## src/rtl/counter_timer3.sv

```systemverilog
// -----------------------------------------------------------------------------
// counter_timer3 -- three-channel programmable down-counter peripheral.
//
// Each channel counts ticks taken from a slow tick source (rising edges of
// clk0/clk1/clk2, sampled in the clk domain). Channels run as ONE-SHOT, RATE,
// SQUARE or STOPPED. A bus write either reloads one channel or writes the
// control word, which holds the three modes and the readback select.
//
// Optional feature: define COUNTER_LATCH_EN to add a readback snapshot. A
// control write with val[31]=1 captures all three counts, and counter_out
// then shows the captured value until a control write with val[31]=0.
//
// Ports:
//   clk           system clock, all state updates on the rising edge
//   RSTN          synchronous active-low reset
//   clk0..clk2    tick sources for channels 0..2 (rising edge = one tick)
//   counter_we    one-cycle write strobe
//   counter_ch    write target: 0-2 channel reload, 3 control word
//   counter_val   write data
//   counter0_OUT  channel 0 output (CPU interrupt)
//   counter1_OUT  channel 1 output
//   counter2_OUT  channel 2 output
//   counter_out   registered count of the channel selected by rd_sel
// -----------------------------------------------------------------------------
module counter_timer3 #(
   parameter int WIDTH = 32
) (
   input  logic             clk,
   input  logic             RSTN,
   input  logic             clk0,
   input  logic             clk1,
   input  logic             clk2,
   input  logic             counter_we,
   input  logic [1:0]       counter_ch,
   input  logic [WIDTH-1:0] counter_val,
   output logic             counter0_OUT,
   output logic             counter1_OUT,
   output logic             counter2_OUT,
   output logic [WIDTH-1:0] counter_out
);

   typedef enum logic [1:0] {
      MODE_ONESHOT = 2'b00,
      MODE_RATE    = 2'b01,
      MODE_SQUARE  = 2'b10,
      MODE_STOP    = 2'b11
   } mode_t;

   localparam logic [WIDTH-1:0] CNT_ZERO = {WIDTH{1'b0}};
   localparam logic [WIDTH-1:0] CNT_ONE  = {{(WIDTH-1){1'b0}}, 1'b1};

   logic [2:0]       tick_src_s;
   logic [2:0]       clk_d_r;
   logic [2:0]       tick_s;
   logic             ctrl_wr_s;

   logic [WIDTH-1:0] count_r      [3];
   logic [WIDTH-1:0] count_nxt_s  [3];
   logic [WIDTH-1:0] reload_r     [3];
   logic [WIDTH-1:0] reload_nxt_s [3];
   mode_t            mode_r       [3];
   mode_t            mode_nxt_s   [3];
   logic [2:0]       out_r;
   logic [2:0]       out_nxt_s;

   logic [1:0]       rd_sel_r;
   logic [1:0]       rd_sel_nxt_s;
   logic [1:0]       rd_idx_s;
   logic [WIDTH-1:0] read_val_s;
   logic [WIDTH-1:0] counter_out_r;

`ifdef COUNTER_LATCH_EN
   logic [WIDTH-1:0] latch_r [3];
   logic             latched_r;
   logic             unused_val_bits_s;
   assign unused_val_bits_s = ^counter_val[30:10];
`else
   logic             unused_val_bits_s;
   assign unused_val_bits_s = ^counter_val[31:10];
`endif

   assign tick_src_s = {clk2, clk1, clk0};
   // One tick per rising edge of each source; the registered copy holds the previous level.
   assign tick_s     = tick_src_s & ~clk_d_r;
   assign ctrl_wr_s  = counter_we & (counter_ch == 2'd3);

   // Readback index: rd_sel=3 aliases channel 0.
   assign rd_idx_s = (rd_sel_r == 2'd3) ? 2'd0 : rd_sel_r;

   // Next-state for every channel: writes take priority and swallow same-cycle ticks.
   always_comb begin
      if (ctrl_wr_s) begin
         rd_sel_nxt_s = counter_val[9:8];
      end else begin
         rd_sel_nxt_s = rd_sel_r;
      end

      for (int i = 0; i < 3; i++) begin
         count_nxt_s[i]  = count_r[i];
         reload_nxt_s[i] = reload_r[i];
         mode_nxt_s[i]   = mode_r[i];
         // A RATE pulse lasts exactly one cycle, tick or not.
         out_nxt_s[i]    = (mode_r[i] == MODE_RATE) ? 1'b0 : out_r[i];

         if (counter_we && (counter_ch == 2'(i))) begin
            count_nxt_s[i]  = counter_val;
            reload_nxt_s[i] = counter_val;
            out_nxt_s[i]    = 1'b0;
         end else if (ctrl_wr_s) begin
            mode_nxt_s[i] = mode_t'(counter_val[2*i +: 2]);
            out_nxt_s[i]  = 1'b0;
         end else if (tick_s[i]) begin
            case (mode_r[i])
               MODE_ONESHOT: begin
                  if (count_r[i] > CNT_ONE) begin
                     count_nxt_s[i] = count_r[i] - CNT_ONE;
                  end else if (count_r[i] == CNT_ONE) begin
                     count_nxt_s[i] = CNT_ZERO;
                     out_nxt_s[i]   = 1'b1;
                  end else begin
                     count_nxt_s[i] = count_r[i];
                  end
               end
               MODE_RATE: begin
                  if (count_r[i] > CNT_ONE) begin
                     count_nxt_s[i] = count_r[i] - CNT_ONE;
                  end else if (count_r[i] == CNT_ONE) begin
                     count_nxt_s[i] = reload_r[i];
                     out_nxt_s[i]   = 1'b1;
                  end else begin
                     count_nxt_s[i] = reload_r[i];
                  end
               end
               MODE_SQUARE: begin
                  if (reload_r[i] == CNT_ZERO) begin
                     count_nxt_s[i] = count_r[i];
                  end else if (count_r[i] > CNT_ONE) begin
                     count_nxt_s[i] = count_r[i] - CNT_ONE;
                  end else if (count_r[i] == CNT_ONE) begin
                     count_nxt_s[i] = reload_r[i];
                     out_nxt_s[i]   = ~out_r[i];
                  end else begin
                     // Count left at 0 by an earlier mode: restart the period.
                     count_nxt_s[i] = reload_r[i];
                  end
               end
               MODE_STOP: begin
                  count_nxt_s[i] = count_r[i];
               end
               default: begin
                  count_nxt_s[i] = count_r[i];
               end
            endcase
         end else begin
            count_nxt_s[i] = count_r[i];
         end
      end
   end

   // Readback source: live count, or the snapshot while one is held.
   always_comb begin
`ifdef COUNTER_LATCH_EN
      if (latched_r) begin
         read_val_s = latch_r[rd_idx_s];
      end else begin
         read_val_s = count_r[rd_idx_s];
      end
`else
      read_val_s = count_r[rd_idx_s];
`endif
   end

   // State registers with synchronous active-low reset.
   always_ff @(posedge clk) begin
      if (!RSTN) begin
         clk_d_r       <= 3'b000;
         out_r         <= 3'b000;
         rd_sel_r      <= 2'd0;
         counter_out_r <= CNT_ZERO;
         for (int i = 0; i < 3; i++) begin
            count_r[i]  <= CNT_ZERO;
            reload_r[i] <= CNT_ZERO;
            mode_r[i]   <= MODE_STOP;
         end
      end else begin
         clk_d_r       <= tick_src_s;
         out_r         <= out_nxt_s;
         rd_sel_r      <= rd_sel_nxt_s;
         counter_out_r <= read_val_s;
         for (int i = 0; i < 3; i++) begin
            count_r[i]  <= count_nxt_s[i];
            reload_r[i] <= reload_nxt_s[i];
            mode_r[i]   <= mode_nxt_s[i];
         end
      end
   end

`ifdef COUNTER_LATCH_EN
   // Snapshot registers: captured on a control write with val[31]=1.
   always_ff @(posedge clk) begin
      if (!RSTN) begin
         latched_r <= 1'b0;
         for (int i = 0; i < 3; i++) begin
            latch_r[i] <= CNT_ZERO;
         end
      end else if (ctrl_wr_s) begin
         latched_r <= counter_val[31];
         for (int i = 0; i < 3; i++) begin
            latch_r[i] <= counter_val[31] ? count_r[i] : latch_r[i];
         end
      end else begin
         latched_r <= latched_r;
         for (int i = 0; i < 3; i++) begin
            latch_r[i] <= latch_r[i];
         end
      end
   end
`endif

   assign counter0_OUT = out_r[0];
   assign counter1_OUT = out_r[1];
   assign counter2_OUT = out_r[2];
   assign counter_out  = counter_out_r;

endmodule

```

## config.mk

```make
export PLATFORM = sky130hd
export DESIGN_NAME = counter_timer3
export DESIGN_NICKNAME = d
export VERILOG_FILES = /design/src/rtl/counter_timer3.sv
export SDC_FILE = /design/constraint.sdc
export NUM_CORES = 1
export LEC_CHECK = 0
export CAP_MARGIN = 20
export CORE_MARGIN = 2
export CORE_UTILIZATION = 35
export DETAILED_ROUTE_END_ITERATION = 6
export DONT_BUFFER_PORTS = 1
export GPL_TIMING_DRIVEN = 0
export HOLD_SLACK_MARGIN = 0.02
export PLACE_DENSITY_LB_ADDON = 0.15
export SYNTH_ARGS = -nofsm -noshare
export SYNTH_HDL_FRONTEND = slang
export SYNTH_SLANG_ARGS = --single-unit
```

## constraint.sdc

```tcl
create_clock -name clk -period 4.6 [get_ports clk]
set_input_delay 0.23 -clock clk [delete_from_list [all_inputs] [get_ports clk]]
set_output_delay 0.23 -clock clk [all_outputs]
set_load 0.01 [all_outputs]
```

==> summary.txt, run 1 <==
Outcome
  – Status: completed

Synth
  – Adder-cell share of the synthesized area: between 2 and 2.5%
  – Synth Area in Compound Gates: between 20% and 30%
  – Synth cell types: between 60 and 70
  – Post-synthesis mux area share: less than 1%
  – Sequential element share of the synthesized area: between 30% and 40%
  – Top_reg_cell synth: dfxtp_1
  – Syn Nets: about 1.8k
  – Asr flop ratio synth: 0%
  – Syn. warnings: 0
  – Synth Instances: approximately 1.7k
  – Largest family of logic cells by synthesized area: compound AO/OA/AOI/OAI gates
  – Yosys reg bits: approximately 240
  – Mapped cell area: 12700 sq um
  – EDFF count, synth: 0
  – Synthesized area per cell: ~7.4 sq um
  – Synth Area in Simple Gates: approximately 26%
  – Post-Synth XOR/XNOR Area: approximately 3.3%

STA
  – TNS Setup: 0 ns
  – Setup ws final: slightly above 0.7 ns
  – Final setup violation count: 0
  – Pins Over Slew Limit: 0
  – Fmax: 258 MHz
  – Endpoints failing hold: 0
  – Worst Max-Slew Pin Slew: 1.05 ns
  – Clock period minus worst slack: 3.88 ns
  – Fin Clk Skew: between 0.01 and 0.015 ns
  – Post-route clock period utilization: between 80 and 90%
  – Fin Hold WS: about 0.067 ns
  – Worst slew margin: a little under a third
  – RSZ-0062 raised after global routing: false

Drt
  – Vias/cell: around 6.2
  – Iteration-0 DRC Markers: between 1.5k and 2k
  – Routed Antenna Nets: 0
  – # DRC: 0
  – DR WL/cell: between 20 and 30 um
  – TritonRoute pass-1 iters: 7
  – DRT Wirelength: ~62000 um
  – Routed vias: around 14k

Job
  – Max-cap violations: 0

Finish
  – Net count, final: between 1.5k and 2k
  – Commonest cells after routing, fill and taps aside: nand2_1 (332), dfxtp_1 (238), a21oi_1 (220), clkbuf_1 (120), o21ai_0 (104)
  – Share of cells above drive strength 1: 5.39%
  – Fill cells: 3740
  – Area Growth Syn to Fin: 16.2%
  – Most common cell after layout, fill and taps aside: nand2_1
  – Fin area: about 15000 sq um

Power
  – Comb power frac: a little under a quarter
  – Power share of the sequential group: between 30% and 40%
  – PwrDens: around 430 nW/um^2
  – Sw Ratio: 33.3%
  – Peak supply drop: approximately 0.35 mV
  – Clock network fraction of total power: around 40%
  – P_int: around 4.2 mW
  – NetSw: roughly 2.1 mW
  – P_leak: between 5 and 6 nW

GRT
  – First-pass GRT wire length: 89300 um
  – Number of global-route vias before repair: between 10k and 15k
  – Gr ovfl total: 0
  – Tot GR Track Use: a little under a third
  – Largest net degree at the start of global routing: 14
  – Antenna violations before repair: 4

Worst setup path
  – CP max stage delay: 0.66 ns
  – Critical path peak fanout: 10
  – Worst setup EP type: flop
  – Setup CP Type: flop to flop
  – CP required: ~5 ns
  – Worst Path Buf+Inv: 4
  – Family with the most delay on the worst path: simple AND/OR/NAND/NOR gates
  – CP dominant cell by count: a21oi_1
  – Critical Path Slowest Stage Cell: nor4_2
  – Worst-path cell chain: inv_1, ha_1, or4b_2, clkbuf_1, nor4_2, a311o_1, buf_2, buf_1, a21oi_1, o21ai_0, a21oi_1
  – Worst Path Arrival: 4.33 ns
  – Critical Path Start Type: flop

Clock tree
  – CTS Root Cell: clkbuf_16
  – Clock Path Buffers: 3
  – Clk sinks: 238
  – CTS tree: yes
  – Setup Buffers After CTS: 0
  – Htree depth: 1
  – Reg clk slew, reported paths: ~0.060 ns
  – CTS Buf Count: 29
  – Worst skew pair latency: about 0.57 ns

Floorplan
  – Num rows: between 60 and 70
  – Starting Density: between 30% and 40%
  – Die W: just under 200 um
  – Chip height: 194 um
  – Io pins: 75
  – Die area: ~38000 sq um
  – Core area: 35600 sq um

Place
  – GPL Wtd Cong: just under 1
  – PortBufs: 0
  – Pre-CTS setup slack: between 0.8 and 0.9 ns
  – Cell Area, Placed: 13200 sq um
  – DP Wirelength: between 40000 and 50000 um

Min path
  – Hold Path Class: input port to flop
==> per-stage QoR <==
step / power [mW] / utilization [%] / cells
2_1_floorplan: 3.24 / - / 1704
3_3_place_gp: 3.65 / 37.2 / 2165
6_report: 6.33 / 41.4 / 2264
3_5_place_dp: 3.66 / 37.2 / 2166
5_1_grt: 6.53 / 41.4 / 2261
4_1_cts: 6.29 / 41.4 / 2259
==> kinds of logic (layout without fill, tap and decap cells) <==
logic type                 after synthesis  count (layout)
adders and majority gates               21              21
DFF                                    238             238
xor gates and xnor gates                48              48
AOI/OAI and AO/OA                      543             543
other                                    0               4
buffers and inverters                  166             261
muxes                                    1               1
and+or+nand+nor                        687             687
==> Yosys cell counts, drive strengths merged (4+ instances only) <==
library cell / count / area [sq um]
nand2: 333 / 1250
dfxtp: 238 / 4760
a21oi: 220 / 1100
clkbuf: 118 / 443
o21ai: 105 / 526
nor2: 96 / 363
nand3: 62 / 310
nor4: 52 / 392
a22oi: 40 / 300
nor3: 39 / 195
a31oi: 31 / 194
xnor2: 28 / 245
buf: 27 / 143
o211ai: 27 / 203
ha: 21 / 263
a311oi: 20 / 175
inv: 20 / 75.1
o21a: 20 / 150
xor2: 20 / 175
or4: 19 / 150
o31ai: 18 / 135
or3: 17 / 106
nand4: 16 / 100
o22ai: 14 / 87.6
a211oi: 9 / 67.6
and3: 9 / 56.3
or2: 8 / 50.1
nand2b: 7 / 43.8
o41ai: 7 / 68.8
and2: 6 / 37.5
nand4b: 6 / 52.6
a211o: 4 / 35.0
and4: 4 / 35.0
nand3b: 4 / 30.0
nor3b: 4 / 30.0
==> worst reg2reg max path: stages (launching register included) <==
cell	delay, ns
dfxtp_1	0.38
inv_1	0.11
ha_1	0.27
or4b_2	0.60
clkbuf_1	0.24
nor4_2	0.66
a311o_1	0.27
buf_2	0.28
buf_1	0.61
a21oi_1	0.08
o21ai_0	0.20
a21oi_1	0.09
==> what timing repair did <==
action	in CTS	in global routing
hold buffers	40	0
gates resized for setup	0	0
endpoints found under the hold margin	203	0
==> path summary, 6_finish.rpt <==
kind / start / end / depth (start not counted) / slack [ns]
setup / recovery: count_r[0][0]$_SDFFE_PN0P_ / count_r[0][4]$_SDFFE_PN0P_ / 11 / 0.72
hold / removal: clk2 / out_r[2]$_SDFF_PP0_ / 4 / 0.07
setup reg to reg: count_r[0][0]$_SDFFE_PN0P_ / count_r[0][4]$_SDFFE_PN0P_ / 11 / 0.72
hold reg to reg: reload_r[0][42]$_SDFFE_PN0P_ / reload_r[0][42]$_SDFFE_PN0P_ / 2 / 0.47
==> sequential cells by signal (all words and copies together), names as in the netlist <==
register	count
clk_d_r	3
reload_r	96
out_r	3
counter_out	32
rd_sel_r	2
mode_r	6
count_r	96
==> power groups by stage <==
stage,combinational (mW),clock (mW),sequential (mW)
CTS,1.38,2.58,2.32
finish,1.44,2.56,2.33
floorplan,0.939,0,2.30
global route,1.54,2.65,2.34
global placement,1.29,0,2.37
detailed placement,1.29,0,2.37
==> cell type report <==
| class | instances | area, sq um | share of cell area, % |
|---|---|---|---|
| antenna | 4 | 10.0 | 0.0680 |
| buffer | 145 | 586 | 3.98 |
| clock buffer | 36 | 802 | 5.45 |
| clock inverter | 17 | 258 | 1.75 |
| inverter | 21 | 78.8 | 0.535 |
| multi-input combinational | 1300 | 7240 | 49.2 |
| sequential | 238 | 4760 | 32.4 |
| tap | 461 | 577 | 3.92 |
| timing repair buffer | 42 | 410 | 2.79 |
==> metal layers <==
layer | up-vias | wire length (um) | track usage [%] | part of all wire, %
met2 | 857 | 26200 | 47.7 | 42
met5 | - | 27 | 0 | 0.044
met1 | 6646 | 25500 | 42.5 | 41
met4 | 4 | 3220 | 13.9 | 5.2
met3 | 169 | 6880 | 7.62 | 11
li1 | 6320 | - | - | -
(Power assumes the default switching activity.)
==> run 2, diff against run 1 <==
- clock period: 4.6 -> 3.4 ns (I/O delays scaled with it)
==> summary.txt, run 2 (synthesis gave the netlist of run 1 again) <==
Worst setup path
  – Family with the most delay on the worst path: simple AND/OR/NAND/NOR gates
  – Critical Path Slowest Stage Cell: or4_1
  – CP required: 3.86 ns
  – Worst Path Arrival: ~3.7 ns
  – Critical Path Start Type: flop
  – Critical path peak fanout: 10
  – Setup crit start: count_r[2][16]$_SDFFE_PN0P_
  – CP dominant cell by count: buf_2
  – Setup CP Type: flop to flop
  – RR Startpoint: count_r[2][16]$_SDFFE_PN0P_
  – CP max stage delay: ~0.67 ns
  – Worst-path cell chain: or4_1, or3_1, buf_2, nor4_1, a211oi_1, or2_1, clkbuf_1, buf_2, a311oi_1
  – Worst Path Buf+Inv: 3
  – Worst setup EP type: flop

Floorplan
  – Die area: 37700 sq um
  – Num rows: 69
  – Io pins: 75
  – Starting Density: 35.6%
  – Core area: roughly 36000 sq um
  – Chip height: around 190 um
  – Die W: around 190 um

Drt
  – Routed vias: 14.1k
  – Routed Antenna Nets: 0
  – Iteration-0 DRC Markers: 1872
  – DR WL/cell: around 27 um
  – DRT Wirelength: 61900 um
  – TritonRoute pass-1 iters: 5
  – Vias/cell: about 6.2
  – # DRC: 0

Outcome
  – Status: completed

GRT
  – Number of global-route vias before repair: between 10k and 15k
  – First-pass GRT wire length: a little under 90000 um
  – Met3 GRT Util: roughly 7.3%
  – Met2 Use GR: a little under half
  – Largest net degree at the start of global routing: 14
  – Busiest grt layer: met2
  – Gr ovfl total: 0
  – Grt met1 use: a little over two fifths
  – Antenna violations before repair: 4
  – Tot GR Track Use: 31.6%

STA
  – Post-route clock period utilization: a little over nine tenths
  – Final setup violation count: 0
  – Worst slew margin: 27.8%
  – Worst Max-Slew Pin Slew: 1.08 ns
  – Clock period minus worst slack: around 3.3 ns
  – Fin Clk Skew: around 0.014 ns
  – Fmax: just over 300 MHz
  – Pins Over Slew Limit: 0
  – RSZ-0062 raised after global routing: false
  – Endpoints failing hold: 0
  – Fin Hold WS: about 0.055 ns

Job
  – Max-cap violations: 0

Clock tree
  – Worst skew pair latency: 0.57 ns
  – Clock Path Buffers: 3
  – CTS tree: yes
  – Clk sinks: between 200 and 250
  – Reg clk slew, reported paths: about 0.060 ns
  – CTS Buf Count: 29
  – Htree depth: 1
  – CTS Root Cell: clkbuf_16

Place
  – DP Wirelength: around 45000 um
  – GPL Wtd Cong: just under 1
  – PortBufs: 0

Finish
  – Final core utilization: ~42%
  – Most common cell after layout, fill and taps aside: nand2_1
  – Commonest cells after routing, fill and taps aside: nand2_1 (332), dfxtp_1 (238), a21oi_1 (220), clkbuf_1 (113), o21ai_0 (104)
  – Share of cells above drive strength 1: 6.21%
  – Net count, final: between 1.5k and 2k
  – Area Growth Syn to Fin: 16.8%

Min path
  – Hold Path Class: input port to flop
  – Hold_sp: counter_we

Power
  – P_leak: approximately 5 nW
  – Peak supply drop: around 0.48 mV
  – PwrDens: 581 nW/um^2
run 2: changes by cell type in the layout (fill, tap and decap cells not counted):
cell      previous run  this run
a311oi_1            20        19
a311oi_2             0         1
buf_1                5         4
buf_2               20        21
buf_4                3         8
clkbuf_1           120       113
clkbuf_2             0         5
clkbuf_4             0         1
nor4_1              47        45
nor4_2               1         2
nor4_4               4         5
run 2: where the power goes:
group	switching (mW)	internal [mW]	leakage [nW]
sequential	0.220	2.94	1.94
combinational	1.31	0.660	2.64
clock	1.33	2.13	0.513
run 2: cell type report:
cell class / count / area, sq um
Tap cell: 461 / 577
Buffer: 144 / 593
Clock buffer: 36 / 802
Timing Repair Buffer: 47 / 448
Fill cell: 3732 / 20800
Sequential cell: 238 / 4760
Multi-Input combinational cell: 1300 / 7260
Clock inverter: 17 / 258
Antenna cell: 4 / 10.0
Inverter: 21 / 78.8
run 2: worst min-delay path, stage by stage:
cell and delay, ns:
nand2_1 0.12, nand2_1 0.14, a21oi_1 0.05, o31a_1 0.10
run 2: what timing repair did:
item	in CTS	in global routing
pin swaps	1	4
hold buffers	40	0
gates cloned	0	0
hold endpoints to repair	205	0
setup buffers	1	4
gates resized for setup	6	10
endpoints found under the setup margin	50	73
run 2: metrics by stage:
stage | instances | power [mW] | setup WS, ns | instance area (sq um) | setup TNS (ns)
2_1_floorplan | 1704 | 4.38 | 0.663 | 12700 | 0
3_3_place_gp | 2165 | 4.94 | -0.325 | 13200 | -5.57
3_5_place_dp | 2166 | 4.95 | -0.304 | 13200 | -4.70
4_1_cts | 2260 | 8.52 | 0.0631 | 14700 | 0
5_1_grt | 2265 | 8.86 | 0.0162 | 14800 | 0
6_report | 2268 | 8.59 | 0.125 | 14800 | 0
run 2: per-layer routing:
layer	share of wire (%)	vias up	routed length [um]
li1	-	6328	-
met1	42	6750	25700
met2	42	820	26300
met3	11	163	6700
met4	5.1	4	3170
met5	0.044	-	27
run 2: final timing paths:
path | end | slack [ns] | cells past startpoint
setup / recovery | count_r[2][8]$_SDFFE_PN0P_ | 0.12 | 9
hold / removal | out_r[2]$_SDFF_PP0_ | 0.05 | 4
setup reg to reg | count_r[2][8]$_SDFFE_PN0P_ | 0.12 | 9
hold reg to reg | reload_r[0][42]$_SDFFE_PN0P_ | 0.47 | 2
